<file path="src/rtl/seq_control_unit_if.sv">
// Interface between the instruction-cycle sequencer and the datapath.
// The datapath side (master) drives the instruction register and status
// flags. The sequencer side (slave) returns the timing, decode and control flags.
interface seq_control_unit_if;
  logic [15:0] ir;
  logic        start;
  logic        fgi;
  logic        fgo;
  logic [7:0]  T;
  logic [7:0]  D;
  logic        I;
  logic [15:0] B;
  logic        R;
  logic        S;
  logic        IEN;

  modport master (
    output ir, start, fgi, fgo,
    input  T, D, I, B, R, S, IEN
  );

  modport slave (
    input  ir, start, fgi, fgo,
    output T, D, I, B, R, S, IEN
  );
endinterface

</file>
<file path="src/rtl/seq_control_unit.sv">
// Instruction-cycle sequencer for the basic computer.
// It owns the sequence counter, the run flag (held as a two-state FSM), the
// interrupt-cycle flag and the interrupt enable. It produces the one-hot
// timing and the registered opcode decode that steer the datapath through
// fetch, decode, indirect, execute and interrupt phases.
module seq_control_unit #(
  parameter bit AUTO_START = 1'b0,
  parameter bit IEN_RESET  = 1'b0
) (
  input  logic               clk,
  input  logic               rst,
  seq_control_unit_if.slave  bus
);

  typedef enum logic {
    HALTED  = 1'b0,
    RUNNING = 1'b1
  } run_state_e;

  localparam run_state_e RUN_RESET = AUTO_START ? RUNNING : HALTED;

  run_state_e  run_q, run_d;
  logic [2:0]  sc_q, sc_d;
  logic        r_q, r_d;
  logic        ien_q, ien_d;
  logic [7:0]  dec_q, dec_d;
  logic        ind_q, ind_d;

  logic [7:0]  t;
  logic        running;
  logic        sc_clr;
  logic        reg_ref;
  logic        io_ref;
  logic        int_detect;

  assign running = (run_q == RUNNING);

  // Timing decode comes only from registered SC and S, so T never sees an input.
  always_comb begin
    t = 8'h00;
    if (running) begin
      t = 8'b0000_0001 << sc_q;
    end
  end

  // Terms that end an instruction, select reg-ref/IO work and spot interrupts.
  always_comb begin
    sc_clr = (dec_q[0] & t[5]) | (dec_q[1] & t[5]) | (dec_q[2] & t[5]) |
             (dec_q[3] & t[4]) | (dec_q[4] & t[4]) | (dec_q[5] & t[5]) |
             (dec_q[6] & t[6]) | (dec_q[7] & t[3]) | (r_q & t[2]);
    reg_ref    = dec_q[7] & ~ind_q & t[3];
    io_ref     = dec_q[7] &  ind_q & t[3];
    int_detect = running & ~r_q & ~(t[0] | t[1] | t[2]) & ien_q &
                 (bus.fgi | bus.fgo);
  end

  // Next-state logic for the run FSM, sequence counter, decode and flags.
  always_comb begin
    run_d = run_q;
    sc_d  = sc_q;
    r_d   = r_q;
    ien_d = ien_q;
    dec_d = dec_q;
    ind_d = ind_q;
    case (run_q)
      HALTED: begin
        if (bus.start) begin
          run_d = RUNNING;
          sc_d  = 3'd0;
        end
      end
      RUNNING: begin
        sc_d = sc_clr ? 3'd0 : sc_q + 3'd1;
        // The fetch decode happens only on the normal path, never in the interrupt cycle.
        if (~r_q & t[2]) begin
          dec_d = 8'b0000_0001 << bus.ir[14:12];
          ind_d = bus.ir[15];
        end
        if (reg_ref & bus.ir[0]) begin
          run_d = HALTED;
          sc_d  = 3'd0;
        end
        if (io_ref & bus.ir[7]) begin
          ien_d = 1'b1;
        end
        if (io_ref & bus.ir[6]) begin
          ien_d = 1'b0;
        end
        // Detection uses the pre-edge IEN, so an ION at T3 cannot raise R in that cycle.
        if (int_detect) begin
          r_d = 1'b1;
        end
        if (r_q & t[2]) begin
          r_d   = 1'b0;
          ien_d = 1'b0;
        end
      end
      default: begin
        run_d = HALTED;
      end
    endcase
  end

  // State registers; reset overrides every other event.
  always_ff @(posedge clk) begin
    if (rst) begin
      run_q <= RUN_RESET;
      sc_q  <= 3'd0;
      r_q   <= 1'b0;
      ien_q <= IEN_RESET;
      dec_q <= 8'h00;
      ind_q <= 1'b0;
    end else begin
      run_q <= run_d;
      sc_q  <= sc_d;
      r_q   <= r_d;
      ien_q <= ien_d;
      dec_q <= dec_d;
      ind_q <= ind_d;
    end
  end

  assign bus.T   = t;
  assign bus.D   = dec_q;
  assign bus.I   = ind_q;
  assign bus.B   = bus.ir;
  assign bus.R   = r_q;
  assign bus.S   = running;
  assign bus.IEN = ien_q;

endmodule
</file>
<file path="src/flat_wrapper.sv">
// flat-port wrapper written by rule: the top's interface ports become plain ports
module seq_control_unit_flat 
#(
  parameter bit AUTO_START = 1'b0,
  parameter bit IEN_RESET  = 1'b0
)
  (clk, rst, bus_ir, bus_start, bus_fgi, bus_fgo, bus_T, bus_D, bus_I, bus_B, bus_R, bus_S, bus_IEN);
  seq_control_unit_if bus_i ();
  input  logic clk;
  input  logic rst;
  input wire logic [$bits(bus_i.ir)-1:0] bus_ir;
  input wire logic [$bits(bus_i.start)-1:0] bus_start;
  input wire logic [$bits(bus_i.fgi)-1:0] bus_fgi;
  input wire logic [$bits(bus_i.fgo)-1:0] bus_fgo;
  output wire logic [$bits(bus_i.T)-1:0] bus_T;
  output wire logic [$bits(bus_i.D)-1:0] bus_D;
  output wire logic [$bits(bus_i.I)-1:0] bus_I;
  output wire logic [$bits(bus_i.B)-1:0] bus_B;
  output wire logic [$bits(bus_i.R)-1:0] bus_R;
  output wire logic [$bits(bus_i.S)-1:0] bus_S;
  output wire logic [$bits(bus_i.IEN)-1:0] bus_IEN;
  assign bus_i.ir = bus_ir;
  assign bus_i.start = bus_start;
  assign bus_i.fgi = bus_fgi;
  assign bus_i.fgo = bus_fgo;
  assign bus_T = bus_i.T;
  assign bus_D = bus_i.D;
  assign bus_I = bus_i.I;
  assign bus_B = bus_i.B;
  assign bus_R = bus_i.R;
  assign bus_S = bus_i.S;
  assign bus_IEN = bus_i.IEN;
  seq_control_unit #(.AUTO_START(AUTO_START), .IEN_RESET(IEN_RESET)) u_core (.clk(clk), .rst(rst), .bus(bus_i));
endmodule
</file>
<file path="config.mk">
export PLATFORM = sky130hd
export DESIGN_NAME = seq_control_unit_flat
export DESIGN_NICKNAME = d
export VERILOG_FILES = /design/src/rtl/seq_control_unit_if.sv /design/src/rtl/seq_control_unit.sv /design/src/flat_wrapper.sv
export SDC_FILE = /design/constraint.sdc
export NUM_CORES = 1
export LEC_CHECK = 0
export ABC_AREA = 1
export BUFFER_PORTS_ARGS = -buffer_cell sky130_fd_sc_hd__buf_2
export CAP_MARGIN = 20
export CORE_MARGIN = 4
export CORE_UTILIZATION = 42
export DETAILED_ROUTE_END_ITERATION = 10
export GPL_ROUTABILITY_DRIVEN = 0
export PLACE_DENSITY = 0.78
export SYNTH_ARGS = -nofsm -noshare
export SYNTH_HDL_FRONTEND = slang
export SYNTH_SLANG_ARGS = --single-unit
</file>
<file path="constraint.sdc">
create_clock -name clk -period 1.6 [get_ports clk]
set_clock_uncertainty 0.05 [all_clocks]
set_input_delay 0.32 -clock clk [delete_from_list [all_inputs] [get_ports clk]]
set_output_delay 0.32 -clock clk [all_outputs]
set_load 0.005 [all_outputs]
</file>
==> results of run 1 <==
logic make-up (layout without fill, tap and decap cells):
| family | count (synthesis) | in the layout |
|---|---|---|
| AOI/OAI and AO/OA | 19 | 19 |
| and+or+nand+nor | 56 | 56 |
| DFF | 15 | 15 |
| adders and majority gates | 6 | 6 |
| buffers and inverters | 36 | 64 |
synthesized netlist by cell type:
cell type	count	share of area
a211oi_1	1	0.0078
inv_2	3	0.012
ha_1	6	0.078
buf_6	1	0.012
dfxtp_1	15	0.31
o21ai_0	1	0.0052
a21oi_1	13	0.068
clkinv_1	1	0.0039
nor2_1	17	0.066
nand2_4	1	0.012
nand3_1	4	0.021
inv_4	1	0.0065
o21ai_1	4	0.021
inv_1	13	0.051
nor2_8	2	0.042
nor3_1	1	0.0052
buf_4	16	0.12
nand2_2	2	0.013
nand2_1	20	0.078
clkbuf_1	1	0.0039
nand4_1	9	0.059
sequential cells by signal (all words and copies together) (netlist names):
register,cells
u_core.bus.D,8
u_core.sc_q,3
u_core.bus.I,1
u_core.bus.IEN,1
u_core.bus.R,1
u_core.bus.S,1
worst max path at each step:
stage | cells past startpoint | slack (ns) | endpoint
after detailed placement | 9 | 0.03 | u_core.bus.I
after floorplan | 9 | 0.21 | u_core.bus.I
after global routing | 5 | -0.04 | bus_T[3]
final | 5 | 0.003 | bus_T[3]
after global placement | 9 | 0.08 | u_core.bus.I
after CTS | 5 | -0.03 | bus_T[2]
worst max-delay path, delay by kind of cell, from the launching register on:
family / cells / cell delay (ns)
buffers and inverters: 2 / 0.16
and+or+nand+nor: 1 / 0.06
DFF: 1 / 0.38
adders and majority gates: 2 / 0.33
area by class of cell:
| type | count | share of cell area |
|---|---|---|
| clock buffer | 3 | 0.0185 |
| clock inverter | 1 | 0.00412 |
| inverter | 18 | 0.0597 |
| multi-input combinational | 81 | 0.442 |
| sequential | 15 | 0.255 |
| tap | 28 | 0.0288 |
| timing repair buffer | 42 | 0.191 |
metal layers:
metal	global-route usage	vias up	wire length (um)
met2	0.258	42	1260
met4	0.0881	0	51
met5	0	-	0
met1	0.167	418	985
met3	0.0464	5	246
li1	-	466	-
where the power goes:
part	switching, mW	internal (mW)	leakage (nW)	total (mW)
Sequential	0.0119	0.379	0.124	0.391
Combinational	0.0702	0.0471	0.436	0.117
Clock	0.134	0.0932	0.0177	0.227
repair_timing:
action,CTS,global route
setup buffers,1,1
setup endpoints to repair,7,11
gates resized for setup,8,24
pin swaps,1,4
through the flow:
stage	util	cells
finish	0.555	188
global route	0.555	188
CTS	0.508	187
detailed placement	0.487	182
global placement	0.487	182
floorplan	-	132
==> out/summary.log, run 1 <==
INFO  worst_setup_path slowest_stage=dfxtp_4
INFO  worst_setup_path critical_path.cell_chain=ha_4 > ha_4 > nand2_2 > inv_2 > buf_6
INFO  layout         fin_area=1220squm
INFO  layout         layout.area.seq=310squm
INFO  synth          syn-num-nets=159
INFO  synth          synthesis.instances=132
INFO  timing         hold_viol_final=0
INFO  grt            globalRouteOverflowTotal=0
INFO  clock_tree     cts_root_cell=clkbuf_4
INFO  timing         worst_hold_slack=0.229ns
INFO  floorplan      start_util=0.439
INFO  placed_design  dpl_worst_slack=0.0337ns
INFO  synth          synth_area_in_xor_xnor=0
INFO  synth          syn_area_per_cell=7.29squm
INFO  timing         finalCritPeriodShare=0.998
INFO  layout         layout_commonest_cell=buf_2
INFO  worst_setup_path timing.critical_path.fanout_max=4
INFO  floorplan      total_die_area=3120squm
INFO  synth          post_synth_simple_gate_area=0.295
INFO  worst_setup_path worstPathArrival=1.23ns
INFO  detailed_routing vias_per_cell=4.95
INFO  timing         fin_crit=1.60ns
INFO  power_and_ir_drop power=0.735mW
INFO  layout         layout-area-overhead-vs-synth=26.4%
INFO  timing         timing_max_transition_violations_final=0
INFO  worst_setup_path reg2reg_slack=0.09ns
INFO  synth          post_synthesis_sequential_element_count=15
INFO  synth          synth_fa_ha_area_frac=0.0780
INFO  clock_tree     cts-hold-fix-buffers=0
INFO  grt            number_of_global_route_vias_before_repair=872
INFO  worst_setup_path crit_path_largest_cell_delay=0.38ns
INFO  grt            grt_start_max_net_pins=13
INFO  synth          yosysWarnings=0
INFO  detailed_routing remaining_drc_errors=0
INFO  floorplan      floorplan.die.width=55.9um
INFO  status         outcome=completed
INFO  clock_tree     tritoncts_clock_tree=yes
INFO  grt            wire_length_of_the_first_global_routing_pass=3820um
INFO  timing         worst_slew_pin_slew=0.281ns
INFO  worst_setup_path worstSetupEndpointType=output pin
INFO  power_and_ir_drop power_density=605nW/um^2
INFO  clock_tree     cts-buffers-inserted=3
INFO  clock_tree     clkLatencyLatePin=0.29ns
INFO  layout         multi_input_comb_area=538squm
INFO  clock_tree     htree_levels=1
INFO  worst_setup_path r2r-end=u_core.sc_q[1]
INFO  synth          synth_top_family_by_area=simple AND/OR/NAND/NOR gates
INFO  layout         drive_gt1_frac=0.475
INFO  worst_setup_path cp.required=1.23ns
INFO  layout         final_cell_mix=buf_2 (36), nand2_1 (19), nor2_1 (12), a21oi_1 (12), dfxtp_1 (11)
INFO  detailed_routing detail_route.wl_per_cell=13.5um
INFO  worst_setup_path worstReg2RegStart=u_core.sc_q[0]
INFO  floorplan      core_ar=2190squm
INFO  synth          synthMuxAreaShare=0
INFO  placed_design  post_dp_cell_area=1070squm
INFO  worst_setup_path worstSetupStartpointType=flop
INFO  layout         num_antenna_cells=0
INFO  clock_tree     cts.sinks=15
INFO  detailed_routing vias=931
INFO  layout         layout.filler_cells=191
INFO  timing         setup_ws=0.00316ns
INFO  worst_setup_path rr_worst_depth=10
INFO  synth          synth.cell_area=962squm
INFO  run            max_cap_viol_count=0
INFO  timing         grt_setup_unrepaired=yes
INFO  grt            grt_antenna_before_repair=0
INFO  worst_setup_path worst_path_most_repeated_cell=ha_4
INFO  worst_setup_path worstSetupStartpoint=u_core.sc_q[1]
INFO  min_path       hp-start=bus_ir[6]
INFO  layout         finish.net_count=188
INFO  min_path       hold_path_depth=4
INFO  grt            grt_usage=0.152
INFO  min_path       timing.hold.worst.class=in2reg
INFO  power_and_ir_drop vdd_ir_drop_max=0.330mV
INFO  placed_design  detailed_place_hpwl=1870um
INFO  timing         setup-tns-final=0ns
INFO  timing         fmaxAchievable=626MHz
INFO  timing         setup_viol=0
INFO  floorplan      fp-row-count=17
INFO  floorplan      ioPinCount=57
INFO  placed_design  port-buffer-count=38
INFO  synth          synth_compound_gate_area_share=0.101
INFO  detailed_routing detail-route-antenna-nets=0
INFO  synth          yosysSeqAreaShare=0.312
INFO  timing         worst_slew_margin_rel=0.812
INFO  min_path       min_to=u_core.bus.IEN
INFO  detailed_routing wl=2550um
INFO  clock_tree     cts_max_path_buffers=2
INFO  power_and_ir_drop total_leakage_power=0.577nW
INFO  clock_tree     clkSlewWorstSetupHoldPaths=0.10ns
INFO  floorplan      die_y=55.9um
INFO  detailed_routing drt-initial-drc-count=47
INFO  worst_setup_path critPathKind=reg2out
INFO  detailed_routing drt_pre_antenna_iters=4
INFO  synth          synth_cell_types=21
No activity file was read; power rests on OpenSTA's default activity.
==> run 2: changes to the inputs <==
--- a/config.mk
+++ b/config.mk
@@ -6,7 +6,7 @@
 export NUM_CORES = 1
 export LEC_CHECK = 0
 export ABC_AREA = 1
-export BUFFER_PORTS_ARGS = -buffer_cell sky130_fd_sc_hd__buf_2
+export BUFFER_PORTS_ARGS = -buffer_cell sky130_fd_sc_hd__buf_4
 export CAP_MARGIN = 20
 export CORE_MARGIN = 4
 export CORE_UTILIZATION = 42
==> run 2 against run 1 <==
Power is 3.2% higher. Sequential share of layout area is 1.7 points lower. Die area stayed put. Routed wire length is 6.8% higher. Sequential cell count stayed put. Critical path depth stayed put. Combinational power is 15% higher. Worst hold slack worse by 0.0038 ns. Critical endpoint unchanged.
==> out/summary.log, run 2 (synthesis gave the netlist of run 1 again) <==
INFO  status         outcome=completed [unchanged]
INFO  clock_tree     htree_levels=1 [unchanged]
INFO  detailed_routing vias=976 [was 931]
INFO  timing         setup_viol=0 [unchanged]
INFO  timing         fin_crit=1.59ns [was 1.60 ns]
INFO  floorplan      total_die_area=3120squm [unchanged]
INFO  floorplan      start_util=0.439 [unchanged]
INFO  placed_design  post_dp_cell_area=1150squm [was 1070 sq um]
INFO  floorplan      floorplan.die.width=55.9um [unchanged]
INFO  placed_design  detailed_place_hpwl=1910um [was 1870 um]
INFO  detailed_routing drt-initial-drc-count=40 [was 47]
INFO  layout         final_cell_mix=buf_4 (40), nand2_1 (19), a21oi_1 (13) [was buf_2 (36), nand2_1 (19), nor2_1 (12), a21oi_1 (12), dfxtp_1 (11)]
INFO  grt            globalRouteOverflowTotal=0 [unchanged]
INFO  detailed_routing drt_pre_antenna_iters=4 [unchanged]
INFO  layout         num_antenna_cells=0 [unchanged]
INFO  clock_tree     clkSlewWorstSetupHoldPaths=0.10ns [about the same]
INFO  grt            number_of_global_route_vias_before_repair=886 [was 872]
INFO  clock_tree     cts.sinks=15 [unchanged]
INFO  timing         timing_max_transition_violations_final=0 [unchanged]
INFO  layout         largest_register_ffs=8 [unchanged]
INFO  run            max_cap_viol_count=0 [unchanged]
INFO  layout         layout-area-overhead-vs-synth=35.9% [was 26.4%]
INFO  grt            grt_start_max_net_pins=13 [unchanged]
INFO  floorplan      fp-row-count=17 [unchanged]
INFO  power_and_ir_drop power_density=580nW/um^2 [was 605 nW/um^2]
INFO  clock_tree     cts-hold-fix-buffers=0 [unchanged]
INFO  floorplan      ioPinCount=57 [unchanged]
INFO  worst_setup_path cp.required=1.23ns [about the same]
INFO  min_path       timing.hold.worst.class=in2reg [unchanged]
INFO  power_and_ir_drop vdd_ir_drop_max=0.408mV [was 0.330 mV]
INFO  detailed_routing remaining_drc_errors=0 [unchanged]
INFO  grt            wire_length_of_the_first_global_routing_pass=4150um [was 3820 um]
INFO  layout         finish.net_count=189 [was 188]
INFO  power_and_ir_drop total_leakage_power=0.598nW [was 0.577 nW]
INFO  worst_setup_path worstSetupEndpointType=output pin [unchanged]
INFO  floorplan      core_ar=2190squm [unchanged]
INFO  clock_tree     cts-buffers-inserted=3 [unchanged]
INFO  timing         worst_slew_margin_rel=0.819 [was 0.812]
INFO  timing         grt_setup_unrepaired=yes [unchanged]
INFO  worst_setup_path worstSetupStartpointType=flop [unchanged]
INFO  floorplan      die_y=55.9um [unchanged]
INFO  clock_tree     clkLatencyLatePin=0.29ns [about the same]
INFO  detailed_routing detail-route-antenna-nets=0 [unchanged]
INFO  clock_tree     tritoncts_clock_tree=yes [unchanged]
INFO  layout         layout.filler_cells=186 [was 191]
INFO  layout         drive_gt1_frac=0.460 [was 0.475]
INFO  power_and_ir_drop power=0.759mW [was 0.735 mW]
INFO  timing         worst_slew_pin_slew=0.270ns [was 0.281 ns]
INFO  worst_setup_path timing.critical_path.fanout_max=4 [unchanged]
INFO  layout         layout_commonest_cell=buf_4 [was buf_2]
INFO  clock_tree     cts_max_path_buffers=2 [unchanged]
INFO  clock_tree     cts_root_cell=clkbuf_4 [unchanged]
INFO  timing         finalCritPeriodShare=0.996 [was 0.998]
INFO  worst_setup_path worstPathArrival=1.22ns [was 1.23 ns]
INFO  detailed_routing wl=2720um [was 2550 um]
INFO  grt            grt_antenna_before_repair=0 [unchanged]
INFO  worst_setup_path critPathKind=reg2out [unchanged]
INFO  grt            grt_usage=0.167 [was 0.152]
INFO  timing         hold_viol_final=0 [unchanged]
INFO  placed_design  port-buffer-count=38 [unchanged]
INFO  detailed_routing vias_per_cell=5.16 [was 4.95]
INFO  timing         fmaxAchievable=628MHz [was 626 MHz]
INFO  detailed_routing detail_route.wl_per_cell=14.4um [was 13.5 um]
INFO  layout         fin_area=1310squm [was 1220 sq um]
run 2: cell types whose count changed in the layout (fill, tap and decap cells not counted), sizes merged:
| cell | previous run | this run |
|---|---|---|
| buf | 42 | 43 |
run 2: layout make-up:
class,instances,area [sq um],area share
clock buffers,3,22.5,0.0172
clock inverters,1,5.00,0.00383
inverters,18,75.1,0.0574
multi-input cells,81,524,0.401
flip-flops and latches,15,312,0.238
well taps,28,35.0,0.0268
repair buffers,43,334,0.256
run 2: path summary, 6_finish.rpt:
path / cells after the start / slack [ns] / startpoint / endpoint
max: 5 / 0.007 / u_core.sc_q[1] / bus_T[3]
max reg2reg: 10 / 0.007 / u_core.sc_q[0] / u_core.sc_q[0]
min: 4 / 0.23 / bus_ir[6] / u_core.bus.IEN
min reg2reg: 2 / 0.44 / u_core.bus.D[2] / u_core.bus.D[2]
run 2: power by group:
part	leakage (nW)	switching [mW]	total, mW	internal, mW
clock network	0.0177	0.138	0.231	0.0932
registers	0.123	0.0143	0.393	0.379
logic	0.457	0.0714	0.135	0.0639
total	0.598	0.223	0.759	0.536
run 2: what timing repair did:
action,in CTS,in global routing
buffers inserted,1,3
endpoints found under the setup margin,8,11
resized for setup,9,22
pin swaps,2,4
run 2: through the flow:
step	std cells	hold slack, ns	setup slack (ns)	setup TNS [ns]	util
after floorplan	132	0.348	0.212	0	-
after global placement	181	0.419	0.0915	0	0.527
after detailed placement	181	0.426	0.0377	0	0.527
after CTS	186	0.227	-0.0201	-0.0278	0.549
after global routing	189	0.239	-0.0432	-0.160	0.597
final	189	0.226	0.00654	0	0.597
run 2: routing by layer:
layer  share of wire  routed length (um)  vias to the layer above  global-route usage
li1                -                   -                      470                   -
met1            0.36                 991                      436               0.186
met4           0.036                  99                        0               0.105
met5               0                   0                        -                   0
met3            0.11                 293                       13              0.0510
met2            0.49                1340                       57               0.277
run 2: worst max-delay path: stages (launching register included):
cell     delay [ns]
dfxtp_4        0.38
ha_4           0.17
ha_4           0.15
nand2_2        0.06
inv_2          0.06
buf_6          0.11
==> run 3: changes to the inputs <==
--- a/config.mk
+++ b/config.mk
@@ -10,8 +10,10 @@
 export CAP_MARGIN = 20
 export CORE_MARGIN = 4
 export CORE_UTILIZATION = 42
+export CTS_CLUSTER_DIAMETER = 50
 export DETAILED_ROUTE_END_ITERATION = 10
 export GPL_ROUTABILITY_DRIVEN = 0
+export HOLD_SLACK_MARGIN = 0.06
 export PLACE_DENSITY = 0.78
 export SYNTH_ARGS = -nofsm -noshare
 export SYNTH_HDL_FRONTEND = slang
==> constraint.sdc (replaced) <==
create_clock -name clk -period 1.6 [get_ports clk]
set_clock_uncertainty 0.05 [all_clocks]
set_input_delay 0.16 -clock clk [delete_from_list [all_inputs] [get_ports clk]]
set_output_delay 0.16 -clock clk [all_outputs]
set_load 0.005 [all_outputs]
==> run 3 against run 2 <==
First-iteration DRC count is 48% lower. Via count is 5.7% lower. Sequential share of layout area is 1.4 points higher. Sequential cell count stayed put. Critical path type unchanged. Highest routed layer unchanged.
==> out/summary.log, run 3 (synthesis gave the netlist of run 1 again) <==
INFO  status         outcome=completed [unchanged]
INFO  worst_setup_path slowest_stage=dfxtp_2 [was dfxtp_4]
INFO  layout         util_after_layout=0.547 [was 0.597]
INFO  timing         finalCritPeriodShare=0.933 [was 0.996]
INFO  clock_tree     clkSlewWorstSetupHoldPaths=0.09ns [was 0.10 ns]
INFO  layout         layout_commonest_cell=buf_4 [unchanged]
INFO  layout         finish.net_count=185 [was 189]
INFO  detailed_routing remaining_drc_errors=0 [unchanged]
INFO  placed_design  port-buffer-count=38 [unchanged]
INFO  worst_setup_path worst_path_most_repeated_cell=ha_1 [was ha_4]
INFO  detailed_routing wl=2430um [was 2720 um]
INFO  floorplan      ioPinCount=57 [unchanged]
INFO  detailed_routing drt_pre_antenna_iters=4 [unchanged]
INFO  worst_setup_path worstSetupStartpoint=u_core.sc_q[0] [was u_core.sc_q[1]]
INFO  layout         drive_gt1_frac=0.389 [was 0.460]
INFO  floorplan      die_y=55.9um [unchanged]
INFO  worst_setup_path worstPathArrival=1.28ns [was 1.22 ns]
INFO  worst_setup_path crit_path_largest_cell_delay=0.34ns [was 0.38 ns]
INFO  timing         worst_slew_margin_rel=0.816 [was 0.819]
INFO  layout         largest_register_ffs=8 [unchanged]
INFO  floorplan      start_util=0.439 [unchanged]
INFO  timing         hold_viol_final=0 [unchanged]
INFO  timing         setup-tns-final=0ns [unchanged]
INFO  floorplan      fp-row-count=17 [unchanged]
INFO  clock_tree     cts.sinks=15 [unchanged]
INFO  worst_setup_path path_buf_inv=2 [unchanged]
INFO  timing         setup_viol=0 [unchanged]
INFO  detailed_routing drt-initial-drc-count=21 [was 40]
INFO  clock_tree     htree_levels=1 [unchanged]
INFO  clock_tree     cts_max_path_buffers=2 [unchanged]
INFO  floorplan      total_die_area=3120squm [unchanged]
INFO  power_and_ir_drop power=0.724mW [was 0.759 mW]
INFO  worst_setup_path timing.critical_path.fanout_max=3 [was 4]
INFO  worst_setup_path worstSetupStartpointType=flop [unchanged]
INFO  layout         layout-area-overhead-vs-synth=24.6% [was 35.9%]
INFO  run            max_cap_viol_count=0 [unchanged]
INFO  grt            grt_usage=0.162 [was 0.167]
INFO  worst_setup_path critical_path.cell_chain=ha_1 > ha_1 > nand2_1 > inv_2 > buf_4 [was ha_4 > ha_4 > nand2_2 > inv_2 > buf_6]
INFO  min_path       timing.hold.worst.class=in2reg [unchanged]
INFO  grt            grt_start_max_net_pins=13 [unchanged]
INFO  floorplan      core_ar=2190squm [unchanged]
INFO  grt            number_of_global_route_vias_before_repair=864 [was 886]
INFO  min_path       hp-start=bus_ir[6] [unchanged]
INFO  timing         fmaxAchievable=670MHz [was 628 MHz]
INFO  clock_tree     clkLatencyLatePin=0.29ns [about the same]
INFO  timing         timing_max_transition_violations_final=0 [unchanged]
INFO  layout         fin_area=1200squm [was 1310 sq um]
INFO  placed_design  post_dp_cell_area=1150squm [unchanged]
INFO  detailed_routing vias_per_cell=4.97 [was 5.16]
INFO  worst_setup_path worstReg2RegStart=u_core.sc_q[0] [unchanged]
INFO  grt            wire_length_of_the_first_global_routing_pass=4040um [was 4150 um]
INFO  timing         worst_slew_pin_slew=0.276ns [was 0.270 ns]
INFO  clock_tree     post_cts_repair_timing_setup_buffer_count=0 [was 1]
INFO  worst_setup_path cp_top_family=adder cells [was flip-flops]
INFO  detailed_routing detail_route.wl_per_cell=13.1um [was 14.4 um]
INFO  grt            globalRouteOverflowTotal=0 [unchanged]
INFO  grt            grt_antenna_before_repair=0 [unchanged]
INFO  detailed_routing detail-route-antenna-nets=0 [unchanged]
INFO  timing         worst_hold_slack=0.0729ns [was 0.226 ns]
INFO  layout         num_antenna_cells=0 [unchanged]
INFO  layout         final_cell_mix=buf_4 (39), nand2_1 (20), nor2_1 (14) [was buf_4 (40), nand2_1 (19), a21oi_1 (13)]
INFO  placed_design  detailed_place_hpwl=1910um [unchanged]
INFO  detailed_routing vias=920 [was 976]
INFO  layout         instances_no_fill=185 [was 189]
INFO  power_and_ir_drop vdd_ir_drop_max=0.323mV [was 0.408 mV]
INFO  floorplan      floorplan.die.width=55.9um [unchanged]
INFO  worst_setup_path critPathKind=reg2out [unchanged]
INFO  clock_tree     tritoncts_clock_tree=yes [unchanged]
INFO  clock_tree     cts-buffers-inserted=3 [unchanged]
INFO  placed_design  place.detailed.instances=181 [unchanged]
INFO  timing         fin_crit=1.49ns [was 1.59 ns]
INFO  power_and_ir_drop power_density=604nW/um^2 [was 580 nW/um^2]
INFO  placed_design  dpl_worst_slack=0.0377ns [unchanged]
INFO  worst_setup_path worstSetupEndpointType=output pin [unchanged]
INFO  power_and_ir_drop total_leakage_power=0.573nW [was 0.598 nW]
INFO  clock_tree     cts_root_cell=clkbuf_4 [unchanged]
INFO  timing         setup_ws=0.107ns [was 0.00654 ns]
INFO  worst_setup_path cp.required=1.39ns [was 1.23 ns]
## run 3: cell count changes in the layout (fill, tap and decap cells not counted), moves of 2 or more
cell | previous run | this run
ha_4 | 3 | 0
inv_4 | 3 | 1
ha_1 | 1 | 5
dfxtp_2 | 0 | 2
dfxtp_4 | 3 | 0
nor2_4 | 2 | 0
buf_6 | 3 | 0
nor2_1 | 12 | 14
## run 3: final cells by class
class / count / area, sq um
Fill cell: 198 / 992
Inverter: 18 / 70.1
Sequential cell: 15 / 303
Tap cell: 28 / 35.0
Multi-Input combinational cell: 81 / 470
Timing Repair Buffer: 39 / 293
Clock buffer: 3 / 22.5
Clock inverter: 1 / 5.00
## run 3: routing by layer
layer  global-route usage  up-vias  wire length [um]
met5                    0        -                 0
met4               0.0814        0                46
met3               0.0510        5               239
met2                0.272       38              1210
met1                0.183      412               929
li1                     -      465                 -
## run 3: power breakdown
group          total [mW]  leakage (nW)  switching, mW  internal, mW
Combinational       0.116         0.433         0.0611        0.0546
Sequential          0.392         0.122         0.0111         0.380
Clock               0.217        0.0177          0.124        0.0930
Total               0.724         0.573          0.196         0.528
## run 3: worst paths after layout
| check | end | slack (ns) | depth (start not counted) |
|---|---|---|---|
| worst max-delay path | bus_T[3] | 0.11 | 5 |
| worst max register to register | u_core.sc_q[2] | 0.12 | 9 |
| worst min register to register | u_core.bus.D[2] | 0.44 | 2 |
| worst min-delay path | u_core.bus.IEN | 0.07 | 4 |
## run 3: worst register-to-register path, cell delays in order, from the launching register on
cell     delay (ns)
dfxtp_2        0.34
ha_1           0.21
ha_1           0.18
nand2_1        0.07
inv_2          0.05
nand2_2        0.09
nand2_1        0.09
nor2_2         0.14
nand2_1        0.08
a21oi_1        0.11
## run 3: repair_timing
item | 4_1_cts | 5_1_grt
pin swaps | 0 | 1
gates resized for setup | 1 | 8
gates cloned | 0 | 0
endpoints found under the setup margin | 1 | 15
hold buffers | 0 | 0
